### src/rtl/touch_pkg.sv
// touch_pkg: shared constants and state types for the touchscreen UART receiver.
//   - Avalon-MM word addresses (STATUS, DATA, CONTROL; address 3 reads 0)
//   - STATUS / CONTROL bit indices
//   - pen-report header mask and event word field offsets
//   - UART and report-parser state types
package touch_pkg;

    localparam logic [1:0] ADDR_STATUS  = 2'd0;
    localparam logic [1:0] ADDR_DATA    = 2'd1;
    localparam logic [1:0] ADDR_CONTROL = 2'd2;

    localparam int unsigned STAT_NE_BIT    = 0;
    localparam int unsigned STAT_OVF_BIT   = 1;
    localparam int unsigned STAT_CNT_LSB   = 8;
    localparam int unsigned CTRL_FLUSH_BIT = 0;
    localparam int unsigned CTRL_IRQEN_BIT = 1;

    localparam logic [7:0] HDR_MASK = 8'h80;

    localparam int unsigned EV_PEN_BIT = 31;
    localparam int unsigned EV_Y_LSB   = 16;
    localparam int unsigned EV_X_LSB   = 0;
    localparam int unsigned EV_COORD_W = 12;

    typedef enum logic [1:0] {
        U_IDLE,
        U_START,
        U_DATA,
        U_STOP
    } uart_state_t;

    typedef enum logic [2:0] {
        P_HUNT,
        P_XLO,
        P_XHI,
        P_YLO,
        P_YHI
    } parse_state_t;

endpackage

### src/rtl/uart_rx_core.sv
// uart_rx_core: 8N1 receiver with 16x oversampling.
// Ports:
//   clk        in   system clock
//   reset_n    in   asynchronous active-low reset
//   rxd        in   serial line, idle high, asynchronous to clk
//   rx_byte    out  last received byte (valid while byte_valid is high)
//   byte_valid out  one-cycle pulse: byte received with a good stop bit
//   frame_err  out  one-cycle pulse: stop bit sampled low, byte discarded
module uart_rx_core
    import touch_pkg::*;
#(
    parameter int unsigned CLK_HZ = 50_000_000,
    parameter int unsigned BAUD   = 9600
) (
    input  logic       clk,
    input  logic       reset_n,
    input  logic       rxd,
    output logic [7:0] rx_byte,
    output logic       byte_valid,
    output logic       frame_err
);

    localparam int unsigned DIV_RAW = CLK_HZ / (16 * BAUD);
    localparam int unsigned DIV     = (DIV_RAW == 0) ? 1 : DIV_RAW;
    localparam int unsigned DW      = $clog2(DIV + 1);
    localparam logic [DW-1:0] DIV_LAST = DW'(DIV - 1);

    logic          rxd_meta;
    logic          rxd_s;
    logic          rxd_d;
    logic [DW-1:0] div_cnt;
    logic          tick;
    logic [3:0]    os_cnt;
    logic [2:0]    bit_cnt;
    logic [7:0]    shreg;
    uart_state_t   state;

    // Divider is held in IDLE so tick phase is aligned to the detected start edge.
    always_comb begin
        tick = (state != U_IDLE) && (div_cnt == DIV_LAST);
    end

    always_ff @(posedge clk or negedge reset_n) begin
        if (!reset_n) begin
            rxd_meta   <= 1'b1;
            rxd_s      <= 1'b1;
            rxd_d      <= 1'b1;
            div_cnt    <= '0;
            os_cnt     <= '0;
            bit_cnt    <= '0;
            shreg      <= '0;
            rx_byte    <= '0;
            byte_valid <= 1'b0;
            frame_err  <= 1'b0;
            state      <= U_IDLE;
        end else begin
            rxd_meta   <= rxd;
            rxd_s      <= rxd_meta;
            rxd_d      <= rxd_s;
            byte_valid <= 1'b0;
            frame_err  <= 1'b0;

            if (state == U_IDLE || tick) begin
                div_cnt <= '0;
            end else begin
                div_cnt <= div_cnt + 1'b1;
            end

            case (state)
                U_IDLE: begin
                    // Edge, not level: a line stuck low after a framing error
                    // does not re-trigger until it has returned high.
                    if (rxd_d && !rxd_s) begin
                        os_cnt <= '0;
                        state  <= U_START;
                    end
                end
                U_START: begin
                    if (tick) begin
                        if (os_cnt == 4'd7) begin
                            os_cnt  <= '0;
                            bit_cnt <= '0;
                            state   <= rxd_s ? U_IDLE : U_DATA;
                        end else begin
                            os_cnt <= os_cnt + 1'b1;
                        end
                    end
                end
                U_DATA: begin
                    if (tick) begin
                        if (os_cnt == 4'd15) begin
                            os_cnt <= '0;
                            shreg  <= {rxd_s, shreg[7:1]};
                            if (bit_cnt == 3'd7) begin
                                state <= U_STOP;
                            end else begin
                                bit_cnt <= bit_cnt + 1'b1;
                            end
                        end else begin
                            os_cnt <= os_cnt + 1'b1;
                        end
                    end
                end
                U_STOP: begin
                    if (tick) begin
                        if (os_cnt == 4'd15) begin
                            os_cnt <= '0;
                            state  <= U_IDLE;
                            if (rxd_s) begin
                                rx_byte    <= shreg;
                                byte_valid <= 1'b1;
                            end else begin
                                frame_err <= 1'b1;
                            end
                        end else begin
                            os_cnt <= os_cnt + 1'b1;
                        end
                    end
                end
                default: state <= U_IDLE;
            endcase
        end
    end

endmodule

### src/rtl/touch_uart_rx.sv
// touch_uart_rx: touchscreen serial receiver, 5-byte pen report decoder,
// event FIFO and Avalon-MM slave for the HPS.
// Optional build macro: TOUCH_IRQ_EN adds the irq output.
// Ports:
//   clk           in   system clock
//   reset_n       in   asynchronous active-low reset
//   uart_rxd      in   serial input, 8N1, idle high
//   avs_address   in   0 STATUS, 1 DATA, 2 CONTROL, 3 reserved (reads 0)
//   avs_read      in   read strobe
//   avs_write     in   write strobe
//   avs_writedata in   write data
//   avs_readdata  out  registered read data, valid one cycle after avs_read
//   irq           out  (TOUCH_IRQ_EN only) irq_en & (not empty | overflow)
module touch_uart_rx
    import touch_pkg::*;
#(
    parameter int unsigned CLK_HZ     = 50_000_000,
    parameter int unsigned BAUD       = 9600,
    parameter int unsigned FIFO_DEPTH = 8
) (
    input  logic        clk,
    input  logic        reset_n,
    input  logic        uart_rxd,
    input  logic [1:0]  avs_address,
    input  logic        avs_read,
    input  logic        avs_write,
    input  logic [31:0] avs_writedata,
    output logic [31:0] avs_readdata
`ifdef TOUCH_IRQ_EN
    ,
    output logic        irq
`endif
);

    localparam int unsigned AW = $clog2(FIFO_DEPTH);
    localparam logic [AW:0] FULL_CNT = (AW + 1)'(FIFO_DEPTH);

    logic [7:0]   rx_byte;
    logic         byte_valid;
    logic         frame_err;

    uart_rx_core #(
        .CLK_HZ (CLK_HZ),
        .BAUD   (BAUD)
    ) u_core (
        .clk        (clk),
        .reset_n    (reset_n),
        .rxd        (uart_rxd),
        .rx_byte    (rx_byte),
        .byte_valid (byte_valid),
        .frame_err  (frame_err)
    );

    parse_state_t pstate;
    logic         pen;
    logic [11:0]  x_acc;
    logic [6:0]   y_lo;
    logic         is_header;
    logic         push;
    logic [31:0]  push_word;

    // The final byte is merged combinationally so the push lands on the
    // same edge the parser consumes it.
    always_comb begin
        is_header = (rx_byte & HDR_MASK) != 8'h00;
        push      = byte_valid && !is_header && (pstate == P_YHI);
        push_word = '0;
        push_word[EV_PEN_BIT]               = pen;
        push_word[EV_Y_LSB +: EV_COORD_W]   = {rx_byte[4:0], y_lo};
        push_word[EV_X_LSB +: EV_COORD_W]   = x_acc;
    end

    always_ff @(posedge clk or negedge reset_n) begin
        if (!reset_n) begin
            pstate <= P_HUNT;
            pen    <= 1'b0;
            x_acc  <= '0;
            y_lo   <= '0;
        end else if (frame_err) begin
            pstate <= P_HUNT;
        end else if (byte_valid) begin
            if (is_header) begin
                pen    <= rx_byte[0];
                pstate <= P_XLO;
            end else begin
                case (pstate)
                    P_XLO: begin
                        x_acc[6:0] <= rx_byte[6:0];
                        pstate     <= P_XHI;
                    end
                    P_XHI: begin
                        x_acc[11:7] <= rx_byte[4:0];
                        pstate      <= P_YLO;
                    end
                    P_YLO: begin
                        y_lo   <= rx_byte[6:0];
                        pstate <= P_YHI;
                    end
                    P_YHI:   pstate <= P_HUNT;
                    default: pstate <= P_HUNT;
                endcase
            end
        end
    end

    logic [31:0]  mem [FIFO_DEPTH];
    logic [AW-1:0] wr_ptr;
    logic [AW-1:0] rd_ptr;
    logic [AW:0]  count;
    logic [AW:0]  count_nxt;
    logic         overflow;
    logic         ovf_nxt;
    logic         irq_en;
    logic         irq_en_nxt;
    logic         empty;
    logic         full;
    logic         pop;
    logic         flush;
    logic         do_push;
    logic         wr_status;
    logic         wr_control;
    logic [31:0]  status_word;
    logic [31:0]  rd_word;
    logic         unused_wdata;

    assign unused_wdata = ^avs_writedata[31:2];

    always_comb begin
        empty      = (count == '0);
        full       = (count == FULL_CNT);
        wr_status  = avs_write && (avs_address == ADDR_STATUS);
        wr_control = avs_write && (avs_address == ADDR_CONTROL);
        pop        = avs_read && (avs_address == ADDR_DATA) && !empty;
        flush      = wr_control && avs_writedata[CTRL_FLUSH_BIT];
        do_push    = push && !flush && (!full || pop);

        count_nxt = count;
        if (flush) begin
            count_nxt = '0;
        end else if (do_push && !pop) begin
            count_nxt = count + 1'b1;
        end else if (pop && !do_push) begin
            count_nxt = count - 1'b1;
        end

        // A dropped push beats a same-cycle clear so the loss stays visible.
        ovf_nxt = overflow;
        if (wr_status && avs_writedata[STAT_OVF_BIT]) begin
            ovf_nxt = 1'b0;
        end
        if (push && !flush && full && !pop) begin
            ovf_nxt = 1'b1;
        end

        irq_en_nxt = wr_control ? avs_writedata[CTRL_IRQEN_BIT] : irq_en;

        status_word = '0;
        status_word[STAT_NE_BIT]              = !empty;
        status_word[STAT_OVF_BIT]             = overflow;
        status_word[STAT_CNT_LSB +: (AW + 1)] = count;

        case (avs_address)
            ADDR_STATUS:  rd_word = status_word;
            ADDR_DATA:    rd_word = empty ? '0 : mem[rd_ptr];
            ADDR_CONTROL: rd_word = {30'b0, irq_en, 1'b0};
            default:      rd_word = '0;
        endcase
    end

    always_ff @(posedge clk) begin
        if (do_push) begin
            mem[wr_ptr] <= push_word;
        end
    end

    always_ff @(posedge clk or negedge reset_n) begin
        if (!reset_n) begin
            wr_ptr       <= '0;
            rd_ptr       <= '0;
            count        <= '0;
            overflow     <= 1'b0;
            irq_en       <= 1'b0;
            avs_readdata <= '0;
        end else begin
            count    <= count_nxt;
            overflow <= ovf_nxt;
            irq_en   <= irq_en_nxt;
            if (flush) begin
                wr_ptr <= '0;
                rd_ptr <= '0;
            end else begin
                if (do_push) wr_ptr <= wr_ptr + 1'b1;
                if (pop)     rd_ptr <= rd_ptr + 1'b1;
            end
            if (avs_read) begin
                avs_readdata <= rd_word;
            end
        end
    end

`ifdef TOUCH_IRQ_EN
    // Built from next-state values so irq moves on the same edge as the FIFO.
    always_ff @(posedge clk or negedge reset_n) begin
        if (!reset_n) begin
            irq <= 1'b0;
        end else begin
            irq <= irq_en_nxt && ((count_nxt != '0) || ovf_nxt);
        end
    end
`endif

endmodule
### config.mk
export PLATFORM = sky130hd
export DESIGN_NAME = touch_uart_rx
export DESIGN_NICKNAME = d
export VERILOG_FILES = /design/src/rtl/touch_pkg.sv /design/src/rtl/uart_rx_core.sv /design/src/rtl/touch_uart_rx.sv
export SDC_FILE = /design/constraint.sdc
export NUM_CORES = 1
export LEC_CHECK = 0
export ABC_AREA = 1
export BUFFER_PORTS_ARGS = -buffer_cell sky130_fd_sc_hd__buf_2
export CORE_ASPECT_RATIO = 0.9
export CORE_UTILIZATION = 55
export DETAILED_ROUTE_END_ITERATION = 8
export PLACE_DENSITY = 0.69
export SYNTH_ARGS = -nofsm -noshare
export SYNTH_HDL_FRONTEND = slang
export SYNTH_HIERARCHICAL = 1
export SYNTH_SLANG_ARGS = --single-unit
### constraint.sdc
create_clock -name clk -period 3.6 [get_ports clk]
set_clock_uncertainty 0.2 [all_clocks]
set_input_delay 0.18 -clock clk [delete_from_list [all_inputs] [get_ports clk]]
set_output_delay 0.18 -clock clk [all_outputs]
set_load 0.02 [all_outputs]
## Yosys cells after proc, flatten, opt, wreduce, memory -nomap -nowiden

Memories as Yosys holds them, arrays and structs flattened.
Index checks and enable logic that the tools add are counted.
W data, S select, Z words.

- Add/sub/neg operators: 7
- Equal/unequal tests: 24
- Mux-type cells: 48
- Bitwise operators: 2
- Reductions and logical operators: 45

Operators by type and width:

| cell | number |
|---|---|
| $pmux W32 S3 | 1 |
| $mux W3 | 12 |
| $mux W32 | 1 |
| $mux W4 | 8 |
| $mux W2 | 9 |
| $logic_and A1 B1 Y1 | 16 |
| $ne A2 B1 Y1 const B | 8 |
| $reduce_and A4 Y1 | 4 |
| $mux W1 | 12 |
| $pmux W4 S3 | 1 |
| $reduce_bool A2 Y1 | 6 |
| $add A3 B1 Y3 const B | 3 |
| $add A9 B1 Y9 const B | 1 |
| $eq A9 B9 Y1 const B | 1 |
| $mux W9 | 1 |
| $pmux W3 S3 | 1 |
| $reduce_and A3 Y1 | 3 |
| $add A4 B1 Y4 const B | 2 |
| $eq A4 B4 Y1 const B | 2 |
| $pmux W2 S4 | 1 |
| $reduce_and A8 Y1 | 1 |
| $logic_not A1 Y1 | 7 |
| $eq A2 B2 Y1 const B | 3 |
| $eq A3 B2 Y1 const B | 2 |
| other kinds (14) | 20 |

- Register bits after elaboration: 106
- Memory bits (writable): 200
- Input port bits: 39
- Output and inout port bits: 32
- Memories: 1

Memories:

| memory | depth | bits a word | read ports | clocked after Yosys merged registers in | wr ports | line | text |
|---|---|---|---|---|---|---|---|
| mem | 8 | 25 | 1 | 0 | 1 | touch_uart_rx.sv:106 | `logic [31:0] mem [FIFO_DEPTH];` |

## Depth between registers and ports, before layout

- Depth in word-level cells: 11
- Gate-level depth with buffers: 14
- Depth with buffers taken out: 14

## Modules after synthesis

Netlist, hierarchy kept.

Modules (own cells, without submodules):

| module | times used | cells each | area each (um^2) | sequential area each (um^2) |
|---|---|---|---|---|
| touch_uart_rx | 1 | 844 | 10440.0 | 7507.2 |
| uart_rx_core | 1 | 223 | 1973.1 | 979.7 |

## Least setup slack after synthesis

Ideal clock, no wire load.

- Kind: register to register
- From: reg pstate[1]
- To: mem mem[5][0] (netlist name), enable pin
- Library setup time: 0.407 ns
- Arrival: 2.101 ns
- Data required time: 2.993 ns
- Setup slack: 0.892 ns
- Cell stages (with the launch flop): 8
- Buffers on the path: 0
- Clock period less this slack: 2.708 ns
- Path through: dfrtp_1 -> inv_1 -> nand2_1 -> nor2_4 -> nand3_2 -> inv_2 -> nand2_1 -> nor2_1

- Longest elaborated chain between the ends: 6

RTL lines:

| item | line | text |
|---|---|---|
| from (decl) | touch_uart_rx.sv:54 | `parse_state_t pstate;` |
| from (signal assigned) | touch_uart_rx.sv:75 | `pstate <= P_HUNT;` |
| from (signal assigned) | touch_uart_rx.sv:80 | `pstate <= P_HUNT;` |
| from (signal assigned) | touch_uart_rx.sv:84 | `pstate <= P_XLO;` |
| $eq A3 B3 Y1 | touch_uart_rx.sv:66 | `push = byte_valid && !is_header && (pstate == P_YHI);` |
| $logic_and A1 B1 Y1 | touch_uart_rx.sv:66 |  |
| $logic_and A1 B1 Y1 (2 in a row) | touch_uart_rx.sv:135 | `do_push = push && !flush && (!full \|\| pop);` |
| $mux W1 | touch_uart_rx.sv:171 | `if (do_push) begin` |
| $mux W1 (not written as such) | touch_uart_rx.sv:172 | `mem[wr_ptr] <= push_word;` |
| to (decl) | touch_uart_rx.sv:106 |  |

No other way between the ends.

## Worst setup path in the final report

- From: reg rd_ptr[0]
- To: reg avs_readdata[1]

- Longest elaborated chain between the ends: 3

RTL lines:

| item | line | text |
|---|---|---|
| from (decl) | touch_uart_rx.sv:108 | `logic [AW-1:0] rd_ptr;` |
| from (signal assigned) | touch_uart_rx.sv:193 | `if (pop) rd_ptr <= rd_ptr + 1'b1;` |
| $mem_v2 Z8 W25 | -- |  |
| $mux W32 | touch_uart_rx.sv:164 | `ADDR_DATA: rd_word = empty ? '0 : mem[rd_ptr];` |
| $pmux W32 S3 | touch_uart_rx.sv:162 | `case (avs_address)` |
| to (signal assigned) | touch_uart_rx.sv:196 | `avs_readdata <= rd_word;` |
| to (decl) | touch_uart_rx.sv:28 | `output logic [31:0] avs_readdata` |

No other way between the ends.
A chain may end at the register's enable or synchronous reset.

==> results.py <==
metrics = {
    "run_status": {
        "status": "complete, no violations",
    },
    "floorplanning": {
        "start_util": 0.5671,
        "core_area_mm2": 0.02189,
        "rows": 51,
        "die_w_um": 160.4,
        "dieArea_mm2": 0.02317,
        "fp.dieH_um": 144.5,
        "ios": 71,
    },
    "worst_setup_path": {
        "cp-end-kind": "flop",
        "path_cells": "buf_4 > nor2_1 > nor2_1 > o21ai_0 > nand3_1 > nand3_1 > nand2_1 > nand2_1 > dlygate4sd3_1 > nand2_1",
        "cp_data_required_time_ns": 3.89,
        "crit_slowest_cell": "buf_4",
        "arrival_ns": 3.08,
        "crit_path_start_kind": "flop",
        "worstSetupPathType": "flop to flop",
        "max_stage_delay_ns": 0.78,
        "rrSetupSlack_ns": 0.81,
        "path_max_fanout": 101,
        "cpMostUsedCell": "nand2_1",
    },
    "route": {
        "via_per_inst": 5.524,
        "vias": 7894,
        "drc": 0,
        "first_pass_iters": 5,
        "wl_per_cell_um": 18.02,
        "drt-initial-drc-count": 579,
        "drtAntennaViolNets": 0,
        "postRouteWirelength_mm": 25.76,
    },
    "flow_run": {
        "cap_violations": 0,
    },
    "cells_and_area": {
        "final_cell_mix": "edfxtp_1 (200), nor2_1 (155), nand2_1 (146), o21ai_0 (118), dfrtp_1 (95)",
        "stdcell_area_mm2": 0.01403,
        "final_common_cell": "edfxtp_1",
        "nets": 1163,
        "final_cells": 1429,
        "synthToLayoutAreaGrowth_pct": 13.01,
        "num_antenna_cells": 0,
        "post-route-util": 0.6409,
        "drive_gt1_frac": 0.1529,
    },
    "sta": {
        "slew_violations": 0,
        "hold_violations": 0,
        "fin_crit_ns": 2.795,
        "finalSetupViolCount": 0,
        "period_share": 0.7763,
        "rsz0062_at_grt": "false",
        "hold_slack_ns": 0.07968,
        "slew_headroom": 0.2895,
        "tightestPinTransition_ns": 1.066,
        "tns_ns": 0,
        "setup_ws_ns": 0.8054,
        "fmax_ghz": 0.3578,
    },
    "synthesis": {
        "synthDistinctLibCells": 44,
        "synth-main-ff-cell": "edfxtp_1",
        "syn_inst": 1067,
        "yosys_warnings": 6,
        "syn-cell-area_mm2": 0.01241,
        "synth_sequential_area_ratio": 0.6837,
        "ys_seq_elements": 299,
        "syn_area_per_cell_um2": 11.63,
        "synth_edf_count": 200,
        "synthArstFlopShare": 0.3311,
    },
    "clocking": {
        "cts_root_buffer": "clkbuf_16",
        "clk-insertion-delay-late_ns": 0.55,
        "cts-resized-gates": 0,
        "clock-sinks": 299,
        "clkTransAtPathRegs_ns": 0.06,
        "cts_max_path_buffers": 3,
        "h-tree-depth": 1,
        "cts_buffers": 30,
        "cts_tree": "built",
        "post_cts_buffers": 0,
    },
    "placed_design": {
        "port_buffers": 33,
        "dpl_cell_area_mm2": 0.01284,
        "dp.final_hpwl_mm": 14.65,
        "gp_congestion": 0.8227,
        "dp_slack_ns": 0.9564,
        "dp_cells": 1360,
    },
    "global_route": {
        "grtUsageTotal": 0.2279,
        "grt_pass1_vias": 7379,
        "grt_max_degree": 102,
        "antenna_found_initial": 0,
        "grt_pass1_wl_mm": 40.39,
        "overflow": 0,
    },
    "power_and_ir_drop": {
        "clockPowerShare": 0.352,
        "comb_power_share": 0.224,
        "switchingPower_mw": 2.840,
        "power.density_mw_per_mm2": 662.5,
        "p_int_mw": 6.453,
        "total_power_mw": 9.294,
        "swShare": 0.3056,
        "p_seq_frac": 0.424,
        "ir_drop_mv": 0.4409,
        "p_leak_nw": 5.969,
    },
    "worst_hold_path": {
        "hold_path.class": "input port to flop",
    },
}
-- synthesized netlist by cell type (2+ instances only) --
master,n,area [um2]
nor2_2,4,25.02
dfrtp_1,96,2402
nand2_1,146,548.0
o211ai_1,28,210.2
nand2_4,2,22.52
dfstp_2,3,78.83
edfxtp_1,200,6006
nor3_2,4,40.04
buf_2,18,90.09
buf_4,14,105.1
buf_6,7,78.83
nor2_4,7,78.83
o21ai_0,118,590.6
o21ai_1,24,120.1
ha_1,9,112.6
nor3_1,4,20.02
nand3_2,2,20.02
o221ai_1,20,175.2
clkbuf_2,2,10.01
o21ai_2,10,87.58
inv_2,13,48.80
nand4_4,3,63.81
a21oi_1,16,80.08
nand4_1,3,18.77
nand3_1,58,290.3
clkbuf_1,12,45.04
inv_1,57,214.0
clkinv_1,2,7.510
nand4_2,3,37.54
nor2_1,159,596.8
nand2_2,10,62.56
-- critical path: cells and delay by family (launching register included) --
family	cells	cell delay, ns
and+or+nand+nor	7	0.68
AOI/OAI and AO/OA	1	0.10
buffers and inverters	2	1.34
DFF	1	0.37
-- area by class of cell --
class,count,area [um2]
Clock buffer,36,824.5
Inverter,73,279.0
Sequential cell,299,8488
Clock inverter,20,232.7
Timing Repair Buffer,64,483.0
Fill cell,1653,7859
Multi-Input combinational cell,646,3357
Tap cell,291,364.1
-- what timing repair did --
action	CTS	global route
hold buffers	13	0
endpoints found under the hold margin	82	0
endpoints found under the setup margin	0	0
-- state kept, by name (all words and copies together), names as in the netlist, 3 cells and up, named ones only --
name	count
x_acc	12
rd_ptr	3
u_core/shreg	8
u_core/div_cnt	9
wr_ptr	3
pstate	3
mem	200
y_lo	7
count	4
u_core/os_cnt	4
u_core/rx_byte	8
u_core/bit_cnt	3
avs_readdata	25
-- cell families (layout without fill, tap and decap cells) --
group / after synthesis / count (layout) / synth area share
AND/OR/NAND/NOR: 408 / 408 / 0.1496
flip-flops: 299 / 299 / 0.6837
AO/OA/AOI/OAI: 219 / 219 / 0.1036
buffers and inverters: 128 / 193 / 0.05050
adder cells (fa/ha/maj): 10 / 10 / 0.01068
other: 1 / 7 / 0.0003021
XOR/XNOR: 1 / 1 / 0.0007057
multiplexers: 1 / 1 / 0.0009071
-- power by group through the flow --
stage	combinational (mW)	sequential [mW]	clock, mW
final	2.09	3.94	3.27
after global routing	2.35	3.96	3.43
after CTS	2.09	3.94	3.31
after detailed placement	2.06	4.01	0
after global placement	2.01	4.00	0
after floorplan	1.54	4.06	0
-- worst paths after layout --
check | cells after the start | end | startpoint
worst max-delay path | 10 | avs_readdata[1] | rd_ptr[0]
worst min-delay path | 2 | u_core/rxd_meta | uart_rxd
worst max register to register | 10 | avs_readdata[1] | rd_ptr[0]
worst min register to register | 0 | u_core/rxd_s | u_core/rxd_meta
max in group asynchronous | 3 | u_core/rxd_d | reset_n
min in group asynchronous | 2 | u_core/div_cnt[0] | reset_n
-- layer usage --
metal,up-vias,wire [um],part of all wire,track usage
met5,-,0,0,0
met4,0,566,0.022,0.06617
met3,47,1542,0.060,0.02552
met2,229,12140,0.47,0.3787
met1,3800,11510,0.45,0.3212
li1,3818,-,-,-
No activity file was read; power rests on OpenSTA's default activity.
